`src/rtl/sd_spi_responder_if.sv`:
```
// sd_spi_responder_if
//   Bundles the serial SPI link and the external block-memory port of the
//   SPI-mode SD responder.
//   Signals:
//     mosi       host-to-card serial data (idles high)
//     miso       card-to-host serial data (idles high)
//     mem_addr   memory word address
//     mem_re     one-cycle read strobe
//     mem_rdata  read data, valid the cycle after mem_re
//     mem_we     one-cycle write strobe
//     mem_wdata  write data, qualified by mem_we
//   Modports:
//     master  host/memory side (drives mosi and mem_rdata)
//     slave   responder side (drives miso and the memory request signals)
interface sd_spi_responder_if #(
    parameter int ADDR_W = 16
);
    logic              mosi;
    logic              miso;
    logic [ADDR_W-1:0] mem_addr;
    logic              mem_re;
    logic [63:0]       mem_rdata;
    logic              mem_we;
    logic [63:0]       mem_wdata;

    modport master (
        output mosi,
        input  miso,
        input  mem_addr,
        input  mem_re,
        output mem_rdata,
        input  mem_we,
        input  mem_wdata
    );

    modport slave (
        input  mosi,
        output miso,
        output mem_addr,
        output mem_re,
        input  mem_rdata,
        output mem_we,
        output mem_wdata
    );
endinterface

```
`src/rtl/sd_spi_responder.sv`:
```
// sd_spi_responder
//   Card-side SPI-mode SD responder serving single-block (64-bit) CMD17
//   reads and CMD24 writes, backed by an external synchronous 64-bit memory.
//   One bit moves per clk on mosi/miso, MSB first.
//   Ports:
//     clk  single clock; mosi sampled and miso updated on its rising edge
//     rst  asynchronous, active-high reset
//     bus  sd_spi_responder_if.slave: mosi/miso link plus memory port
//   Parameters:
//     ADDR_W      block-address width (memory depth 2^ADDR_W words)
//     NCR         idle 0xFF bytes between command end bit and R1 (1..8)
//     NAC         idle bytes between R1 and the read start token (1..8)
//     BUSY_BYTES  zero bytes of busy after the write data response (1..8)
//     TOKEN_TO    cycles to wait for the write start token
module sd_spi_responder #(
    parameter int ADDR_W     = 16,
    parameter int NCR        = 1,
    parameter int NAC        = 1,
    parameter int BUSY_BYTES = 2,
    parameter int TOKEN_TO   = 256
) (
    input logic              clk,
    input logic              rst,
    sd_spi_responder_if.slave bus
);

    localparam int CNT_W = ($clog2(TOKEN_TO + 1) > 7) ? $clog2(TOKEN_TO + 1) : 7;

    typedef enum logic [3:0] {
        S_IDLE,
        S_CMD,
        S_NCR,
        S_RESP,
        S_NAC,
        S_RD_TOK,
        S_RD_DATA,
        S_RD_CRC,
        S_WR_WAIT,
        S_WR_DATA,
        S_WR_CRC,
        S_WR_RESP,
        S_WR_BUSY
    } state_t;

    state_t            state;
    logic [CNT_W-1:0]  cnt;
    logic [46:0]       cmd_sr;     // frame bits received so far, newest in bit 0
    logic [6:0]        crc7;
    logic [7:0]        tx_byte;    // R1, read token or data response being shifted out
    logic              cmd_ok;
    logic              is_read;
    logic              re_q;
    logic [63:0]       rdata_q;
    logic [63:0]       dsr;        // read data out / write data in
    logic [15:0]       crc16;
    logic [15:0]       crc_sr;     // read CRC out / write CRC in
    logic              wr_ok;

    logic              miso_q;
    logic [ADDR_W-1:0] mem_addr_q;
    logic              mem_re_q;
    logic              mem_we_q;
    logic [63:0]       mem_wdata_q;

    assign bus.miso      = miso_q;
    assign bus.mem_addr  = mem_addr_q;
    assign bus.mem_re    = mem_re_q;
    assign bus.mem_we    = mem_we_q;
    assign bus.mem_wdata = mem_wdata_q;

    function automatic logic [6:0] crc7_step(input logic [6:0] c, input logic b);
        logic fb;
        fb = b ^ c[6];
        return {c[5:0], 1'b0} ^ (fb ? 7'h09 : 7'h00);
    endfunction

    function automatic logic [15:0] crc16_step(input logic [15:0] c, input logic b);
        logic fb;
        fb = b ^ c[15];
        return {c[14:0], 1'b0} ^ (fb ? 16'h1021 : 16'h0000);
    endfunction

    // Full frame as seen on the edge that samples the end bit.
    logic [47:0] frame;
    logic [31:0] f_arg;
    logic        arg_in_range;
    logic [7:0]  r1_next;

    assign frame        = {cmd_sr, bus.mosi};
    assign f_arg        = frame[39:8];
    assign arg_in_range = ((64'(f_arg)) >> ADDR_W) == 64'd0;

    always_comb begin
        r1_next = 8'h00;
        if (frame[47] || !frame[46] || !frame[0] || (frame[7:1] != crc7)) begin
            r1_next = 8'h08;
        end else if ((frame[45:40] != 6'd17) && (frame[45:40] != 6'd24)) begin
            r1_next = 8'h04;
        end else if (!arg_in_range) begin
            r1_next = 8'h20;
        end
    end

    always_ff @(posedge clk or posedge rst) begin
        if (rst) begin
            state       <= S_IDLE;
            cnt         <= '0;
            cmd_sr      <= '0;
            crc7        <= '0;
            tx_byte     <= '1;
            cmd_ok      <= 1'b0;
            is_read     <= 1'b0;
            re_q        <= 1'b0;
            rdata_q     <= '0;
            dsr         <= '0;
            crc16       <= '0;
            crc_sr      <= '0;
            wr_ok       <= 1'b0;
            miso_q      <= 1'b1;
            mem_addr_q  <= '0;
            mem_re_q    <= 1'b0;
            mem_we_q    <= 1'b0;
            mem_wdata_q <= '0;
        end else begin
            mem_re_q <= 1'b0;
            mem_we_q <= 1'b0;
            // Memory returns data the cycle after the strobe; capture it then.
            re_q     <= mem_re_q;
            if (re_q) begin
                rdata_q <= bus.mem_rdata;
            end

            case (state)
                S_IDLE: begin
                    miso_q <= 1'b1;
                    cmd_sr <= {cmd_sr[45:0], bus.mosi};
                    cnt    <= '0;
                    crc7   <= '0;   // start bit 0 leaves a zero-init CRC unchanged
                    if (!bus.mosi) begin
                        state <= S_CMD;
                    end
                end

                S_CMD: begin
                    miso_q <= 1'b1;
                    cmd_sr <= {cmd_sr[45:0], bus.mosi};
                    // cnt 0..38 carries frame bits 46..8, the CRC7 coverage
                    if (cnt <= CNT_W'(38)) begin
                        crc7 <= crc7_step(crc7, bus.mosi);
                    end
                    cnt <= cnt + CNT_W'(1);
                    if (cnt == CNT_W'(46)) begin
                        state   <= S_NCR;
                        cnt     <= '0;
                        tx_byte <= r1_next;
                        cmd_ok  <= (r1_next == 8'h00);
                        is_read <= (frame[45:40] == 6'd17);
                        if (r1_next == 8'h00) begin
                            mem_addr_q <= f_arg[ADDR_W-1:0];
                        end
                    end
                end

                S_NCR: begin
                    miso_q <= 1'b1;
                    if ((cnt == '0) && cmd_ok && is_read) begin
                        mem_re_q <= 1'b1;
                    end
                    cnt <= cnt + CNT_W'(1);
                    if (cnt == CNT_W'(8 * NCR - 1)) begin
                        state <= S_RESP;
                        cnt   <= '0;
                    end
                end

                S_RESP: begin
                    miso_q  <= tx_byte[7];
                    tx_byte <= {tx_byte[6:0], 1'b1};
                    cnt     <= cnt + CNT_W'(1);
                    if (cnt == CNT_W'(7)) begin
                        cnt <= '0;
                        if (!cmd_ok) begin
                            state <= S_IDLE;
                        end else if (is_read) begin
                            state <= S_NAC;
                        end else begin
                            state <= S_WR_WAIT;
                        end
                    end
                end

                S_NAC: begin
                    miso_q <= 1'b1;
                    cnt    <= cnt + CNT_W'(1);
                    if (cnt == CNT_W'(8 * NAC - 1)) begin
                        state   <= S_RD_TOK;
                        cnt     <= '0;
                        tx_byte <= 8'hFE;
                    end
                end

                S_RD_TOK: begin
                    miso_q  <= tx_byte[7];
                    tx_byte <= {tx_byte[6:0], 1'b1};
                    cnt     <= cnt + CNT_W'(1);
                    if (cnt == CNT_W'(7)) begin
                        state <= S_RD_DATA;
                        cnt   <= '0;
                        dsr   <= rdata_q;
                        crc16 <= '0;
                    end
                end

                S_RD_DATA: begin
                    miso_q <= dsr[63];
                    dsr    <= {dsr[62:0], 1'b0};
                    crc16  <= crc16_step(crc16, dsr[63]);
                    cnt    <= cnt + CNT_W'(1);
                    if (cnt == CNT_W'(63)) begin
                        // Fold in the last data bit while loading the CRC shifter.
                        state  <= S_RD_CRC;
                        cnt    <= '0;
                        crc_sr <= crc16_step(crc16, dsr[63]);
                    end
                end

                S_RD_CRC: begin
                    miso_q <= crc_sr[15];
                    crc_sr <= {crc_sr[14:0], 1'b0};
                    cnt    <= cnt + CNT_W'(1);
                    if (cnt == CNT_W'(15)) begin
                        state <= S_IDLE;
                        cnt   <= '0;
                    end
                end

                S_WR_WAIT: begin
                    miso_q <= 1'b1;
                    if (!bus.mosi) begin
                        state <= S_WR_DATA;
                        cnt   <= '0;
                        crc16 <= '0;
                    end else if (cnt == CNT_W'(TOKEN_TO - 1)) begin
                        state <= S_IDLE;
                        cnt   <= '0;
                    end else begin
                        cnt <= cnt + CNT_W'(1);
                    end
                end

                S_WR_DATA: begin
                    miso_q <= 1'b1;
                    dsr    <= {dsr[62:0], bus.mosi};
                    crc16  <= crc16_step(crc16, bus.mosi);
                    cnt    <= cnt + CNT_W'(1);
                    if (cnt == CNT_W'(63)) begin
                        state <= S_WR_CRC;
                        cnt   <= '0;
                    end
                end

                S_WR_CRC: begin
                    miso_q <= 1'b1;
                    crc_sr <= {crc_sr[14:0], bus.mosi};
                    cnt    <= cnt + CNT_W'(1);
                    if (cnt == CNT_W'(15)) begin
                        state   <= S_WR_RESP;
                        cnt     <= '0;
                        wr_ok   <= ({crc_sr[14:0], bus.mosi} == crc16);
                        tx_byte <= ({crc_sr[14:0], bus.mosi} == crc16) ? 8'h05 : 8'h0B;
                    end
                end

                S_WR_RESP: begin
                    miso_q  <= tx_byte[7];
                    tx_byte <= {tx_byte[6:0], 1'b1};
                    if ((cnt == '0) && wr_ok) begin
                        mem_we_q    <= 1'b1;
                        mem_wdata_q <= dsr;
                    end
                    cnt <= cnt + CNT_W'(1);
                    if (cnt == CNT_W'(7)) begin
                        state <= S_WR_BUSY;
                        cnt   <= '0;
                    end
                end

                S_WR_BUSY: begin
                    miso_q <= 1'b0;
                    cnt    <= cnt + CNT_W'(1);
                    if (cnt == CNT_W'(8 * BUSY_BYTES - 1)) begin
                        state <= S_IDLE;
                        cnt   <= '0;
                    end
                end

                default: begin
                    state  <= S_IDLE;
                    cnt    <= '0;
                    miso_q <= 1'b1;
                end
            endcase
        end
    end

endmodule
```
`src/flat_wrapper.sv`:
```
// flat-port wrapper written by rule: the top's interface ports become plain ports
module sd_spi_responder_flat 
#(
    parameter int ADDR_W     = 16,
    parameter int NCR        = 1,
    parameter int NAC        = 1,
    parameter int BUSY_BYTES = 2,
    parameter int TOKEN_TO   = 256
)
  (clk, rst, bus_mosi, bus_miso, bus_mem_addr, bus_mem_re, bus_mem_rdata, bus_mem_we, bus_mem_wdata);
  sd_spi_responder_if #(.ADDR_W(ADDR_W)) bus_i ();
  input logic clk;
  input logic rst;
  input wire logic [$bits(bus_i.mosi)-1:0] bus_mosi;
  output wire logic [$bits(bus_i.miso)-1:0] bus_miso;
  output wire logic [$bits(bus_i.mem_addr)-1:0] bus_mem_addr;
  output wire logic [$bits(bus_i.mem_re)-1:0] bus_mem_re;
  input wire logic [$bits(bus_i.mem_rdata)-1:0] bus_mem_rdata;
  output wire logic [$bits(bus_i.mem_we)-1:0] bus_mem_we;
  output wire logic [$bits(bus_i.mem_wdata)-1:0] bus_mem_wdata;
  assign bus_i.mosi = bus_mosi;
  assign bus_miso = bus_i.miso;
  assign bus_mem_addr = bus_i.mem_addr;
  assign bus_mem_re = bus_i.mem_re;
  assign bus_i.mem_rdata = bus_mem_rdata;
  assign bus_mem_we = bus_i.mem_we;
  assign bus_mem_wdata = bus_i.mem_wdata;
  sd_spi_responder #(.ADDR_W(ADDR_W), .NCR(NCR), .NAC(NAC), .BUSY_BYTES(BUSY_BYTES), .TOKEN_TO(TOKEN_TO)) u_core (.clk(clk), .rst(rst), .bus(bus_i));
endmodule
```
`config.mk`:
```
export PLATFORM = sky130hd
export DESIGN_NAME = sd_spi_responder_flat
export DESIGN_NICKNAME = d
export VERILOG_FILES = /design/src/rtl/sd_spi_responder_if.sv /design/src/rtl/sd_spi_responder.sv /design/src/flat_wrapper.sv
export SDC_FILE = /design/constraint.sdc
export NUM_CORES = 1
export LEC_CHECK = 0
export ABC_AREA = 1
export CORE_AREA = 4 4 190 192
export DETAILED_ROUTE_END_ITERATION = 16
export DIE_AREA = 0 0 194 196
export DONT_BUFFER_PORTS = 1
export GPL_ROUTABILITY_DRIVEN = 1
export GPL_TIMING_DRIVEN = 1
export PLACE_DENSITY = 0.58
export SYNTH_ARGS = -nofsm -noshare
export SYNTH_HDL_FRONTEND = slang
export SYNTH_SLANG_ARGS = --single-unit
```
`constraint.sdc`:
```
create_clock -name clk -period 10.9 [get_ports clk]
set_input_delay 1.635 -clock clk [delete_from_list [all_inputs] [get_ports clk]]
set_output_delay 1.635 -clock clk [all_outputs]
set_load 0.005 [all_outputs]
```
==> impl_results.md <==
* First-pass DRT Iterations at 5
* Die W at 194 um
* Post-synthesis cell type count at 43
* Pleak at 7.53 nW
* Total global-route track usage at 16.6%
* Syn Inst Count at 1637
* Startpoint types: register
* Critical path's slowest cell: buf_4
* Largest net degree at the start of global routing at 131
* Layout cell share with drive strength beyond 1 at 12.0%
* Seq cells post-synth at 322
* Remaining global-route overflow at 0
* Post-synth top area cell: dfrtp_1
* # fillers at 3368
* Synth cell count leaders: 431 x nand2_1, 313 x dfrtp_1, 235 x inv_1
* Worst slew margin at 29.9%
* R2r endpoint: u_core.dsr[36]
* Post-Syn Area at 0.0146 sq mm
* FF-to-FF Start: u_core.state[3]
* Setup Buffers After CTS at 0
* Vias in the first global route at 10400
* Multi-input combinational cell area at 0.00514 sq mm
* Peak supply drop at 132 uV
* Post-synthesis simple-gate area fraction at 16.1%
* I/O pins at 150
* Critical path buffer and inverter count at 3
* Worst EP arrival at 3.45 ns
* Fmax at 323 MHz
* Setup TNS at 0 ns
* Bufs on Longest Clock Path at 3
* HP Start: u_core.tx_byte[1]
* H-tree Lvls at 2
* Worst EP required at 11.25 ns
* Clock Skews at 0.0204 ns
* Nets at 1681
* Diode count at 0
* IO Port Bufs at 0
* Full die area at 0.0380 sq mm
* Reg2Reg Depth at 9
* Core box area at 0.0344 sq mm
* Most frequent cell after synthesis: nand2_1
* Post-DRT Antenna Nets at 0
* CTS root buf: clkbuf_16
* Largest stage delay on the critical path at 0.82 ns
* Synth Area in XOR/XNOR at 0.540%
* 1st-iter DRT viols at 714
* Finished Cell Area at 0.0161 sq mm
* Max-Cap Viols at 0
* Area post-placement at 0.0148 sq mm
* CTS Buf Count at 38
* CTS tree: done
* # hold bufs at CTS at 0
* Vias per cell at 4.96
* Post-synthesis mux area share at 0%
* Wire per inst at 14.9 um
* Tmin final at 3.10 ns
* Antenna violations before repair at 0
* Main synth FF type: dfrtp_1
* Via count at 10400
* Starting Density at 42.5%
* Worst Hold Path Cells at 2
* Routed wire length at 31.2 mm
* Reg area at 0.00807 sq mm
* Largest family of logic cells by synthesized area: compound AO/OA/AOI/OAI gates
* Clk slew on worst S/H paths at 0.06 ns
* Final-report max-slew violation count at 0
* Pwr dens at 276 mW/mm^2
* Crit share post-route at 28.4%
* RSZ-0062 raised after global routing: false
* CP cell instances: inv_1 > nand2_2 > nor2_8 > nor2_4 > buf_4 > buf_4 > nand2_1 > o211ai_2 > o21ai_1
* Critical Path Stages at 9
* Dpl hpwl at 20.2 mm
* Synthesis-to-finish area growth at 10.1%
* Worst-Skew Late Latency at 0.52 ns
* Status: completed
* Most frequent CP cell: buf_4
* Endpoints failing hold at 0
* FF-to-FF setup slack at 7.80 ns
* Critical-path maximum fanout at 72
* Seq/Total Area, Yosys at 55.3%
* Hold endpoint: u_core.tx_byte[1]
* Top cells by area, synth: dfrtp_1 54%, nand2_1 11%, o21ai_0 6.3%, inv_1 6.0%, o211ai_2 3.9%
* Crit Path Class: reg2reg
* Syn Area/Cell at 8.92 sq um
* Async SR Flop Fraction at 100%
* Yosys warning total at 0
* Post-synth net total at 1709
* HP Class: reg2reg
* DRC viols at 0
* Slew @ Worst Pin at 1.05 ns
* Post-synth EDFFs at 0
* Cts repair resizes at 0
* Placer Congestion at 0.853
* Final-report setup violation count at 0
* Setup crit end kind: register
* Die height at 196 um
* CP top delay family: buffers and inverters
* Clock Sink Count at 322
* Area share of the largest cell type after synthesis at 53.7%
* Complex-gate fraction of the synthesized area at 18.2%
* First-pass GRT wire length at 53.5 mm
* Synth Area in Adders at 0.429%
* FP Rows at 68
flip-flops by register name, indices dropped and copies added (netlist names), 9 cells and up:
signal	cells
u_core.bus.mem_wdata	64
u_core.dsr	64
u_core.rdata_q	64
u_core.cmd_sr	47
u_core.bus.mem_addr	16
u_core.crc16	16
u_core.crc_sr	16
u_core.cnt	9
how the worst max path moves through the flow:
stage	startpoint	to	slack [ns]
2_1_floorplan	rst	u_core.bus.mem_addr[0]	0.37
3_3_place_gp	rst	u_core.dsr[14]	7.57
3_5_place_dp	rst	u_core.bus.mem_wdata[16]	7.54
4_1_cts	u_core.state[3]	u_core.dsr[36]	7.81
5_1_grt	u_core.state[3]	u_core.dsr[43]	7.52
6_report	u_core.state[3]	u_core.dsr[36]	7.80
worst reg2reg max path, delay by kind of cell, from the launching register on:
kind	cells	cell delay [ns]
buffers and inverters	3	1.64
AO/OA/AOI/OAI	2	0.21
AND/OR/NAND/NOR	4	0.52
flip-flops	1	0.57
per-layer routing:
layer	share of wire (%)	up-vias	global-route usage (%)
met5	0	-	0
met4	2.0	0	4.09
met3	6.3	49	3.88
met2	45	232	26.3
met1	46	4900	23.2
li1	-	5191	-
through the flow:
stage / power, mW / util (%) / hold slack, ns / cells / setup slack, ns
after detailed placement: 3.17 / 43.0 / 0.455 / 2024 / 7.54
final: 4.43 / 46.7 / 0.472 / 2091 / 7.80
after CTS: 4.49 / 46.7 / 0.469 / 2091 / 7.81
after floorplan: 2.90 / - / 0.376 / 1637 / 0.367
after global routing: 4.80 / 46.7 / 0.477 / 2091 / 7.52
after global placement: 3.13 / 43.0 / 0.446 / 2024 / 7.57
power by group:
group | switching (mW) | total, mW | internal (mW) | leakage, nW
Sequential | 0.260 | 1.84 | 1.58 | 3.85
Clock | 0.491 | 1.29 | 0.804 | 0.631
Combinational | 0.859 | 1.30 | 0.438 | 3.05
cell families (layout without fill, tap and decap cells):
family,count (synthesis),after routing
AND/OR/NAND/NOR,567,567
AO/OA/AOI/OAI,415,415
flip-flops,322,322
buffers and inverters,319,318
XOR/XNOR,9,9
adder cells (fa/ha/maj),5,5
final cells by class:
type	instances	area share, %
clock inverter	13	1.08
sequential	322	50.3
clock buffer	54	6.92
timing repair buffer	11	0.514
multi-input combinational	996	32.0
inverter	240	5.69
tap	455	3.54
cells in the final DEF (no fill, tap or decap), drive strengths merged, types with 9 or more instances in the layout:
| cell type | count |
|---|---|
| inv | 241 |
| o22ai | 23 |
| o21ai | 282 |
| nand2 | 443 |
| nand3 | 28 |
| clkbuf | 54 |
| buf | 11 |
| o211ai | 76 |
| dfstp | 9 |
| nor2 | 83 |
| a21oi | 29 |
| dfrtp | 313 |
Note: power is estimated with default switching activity, not from simulation.
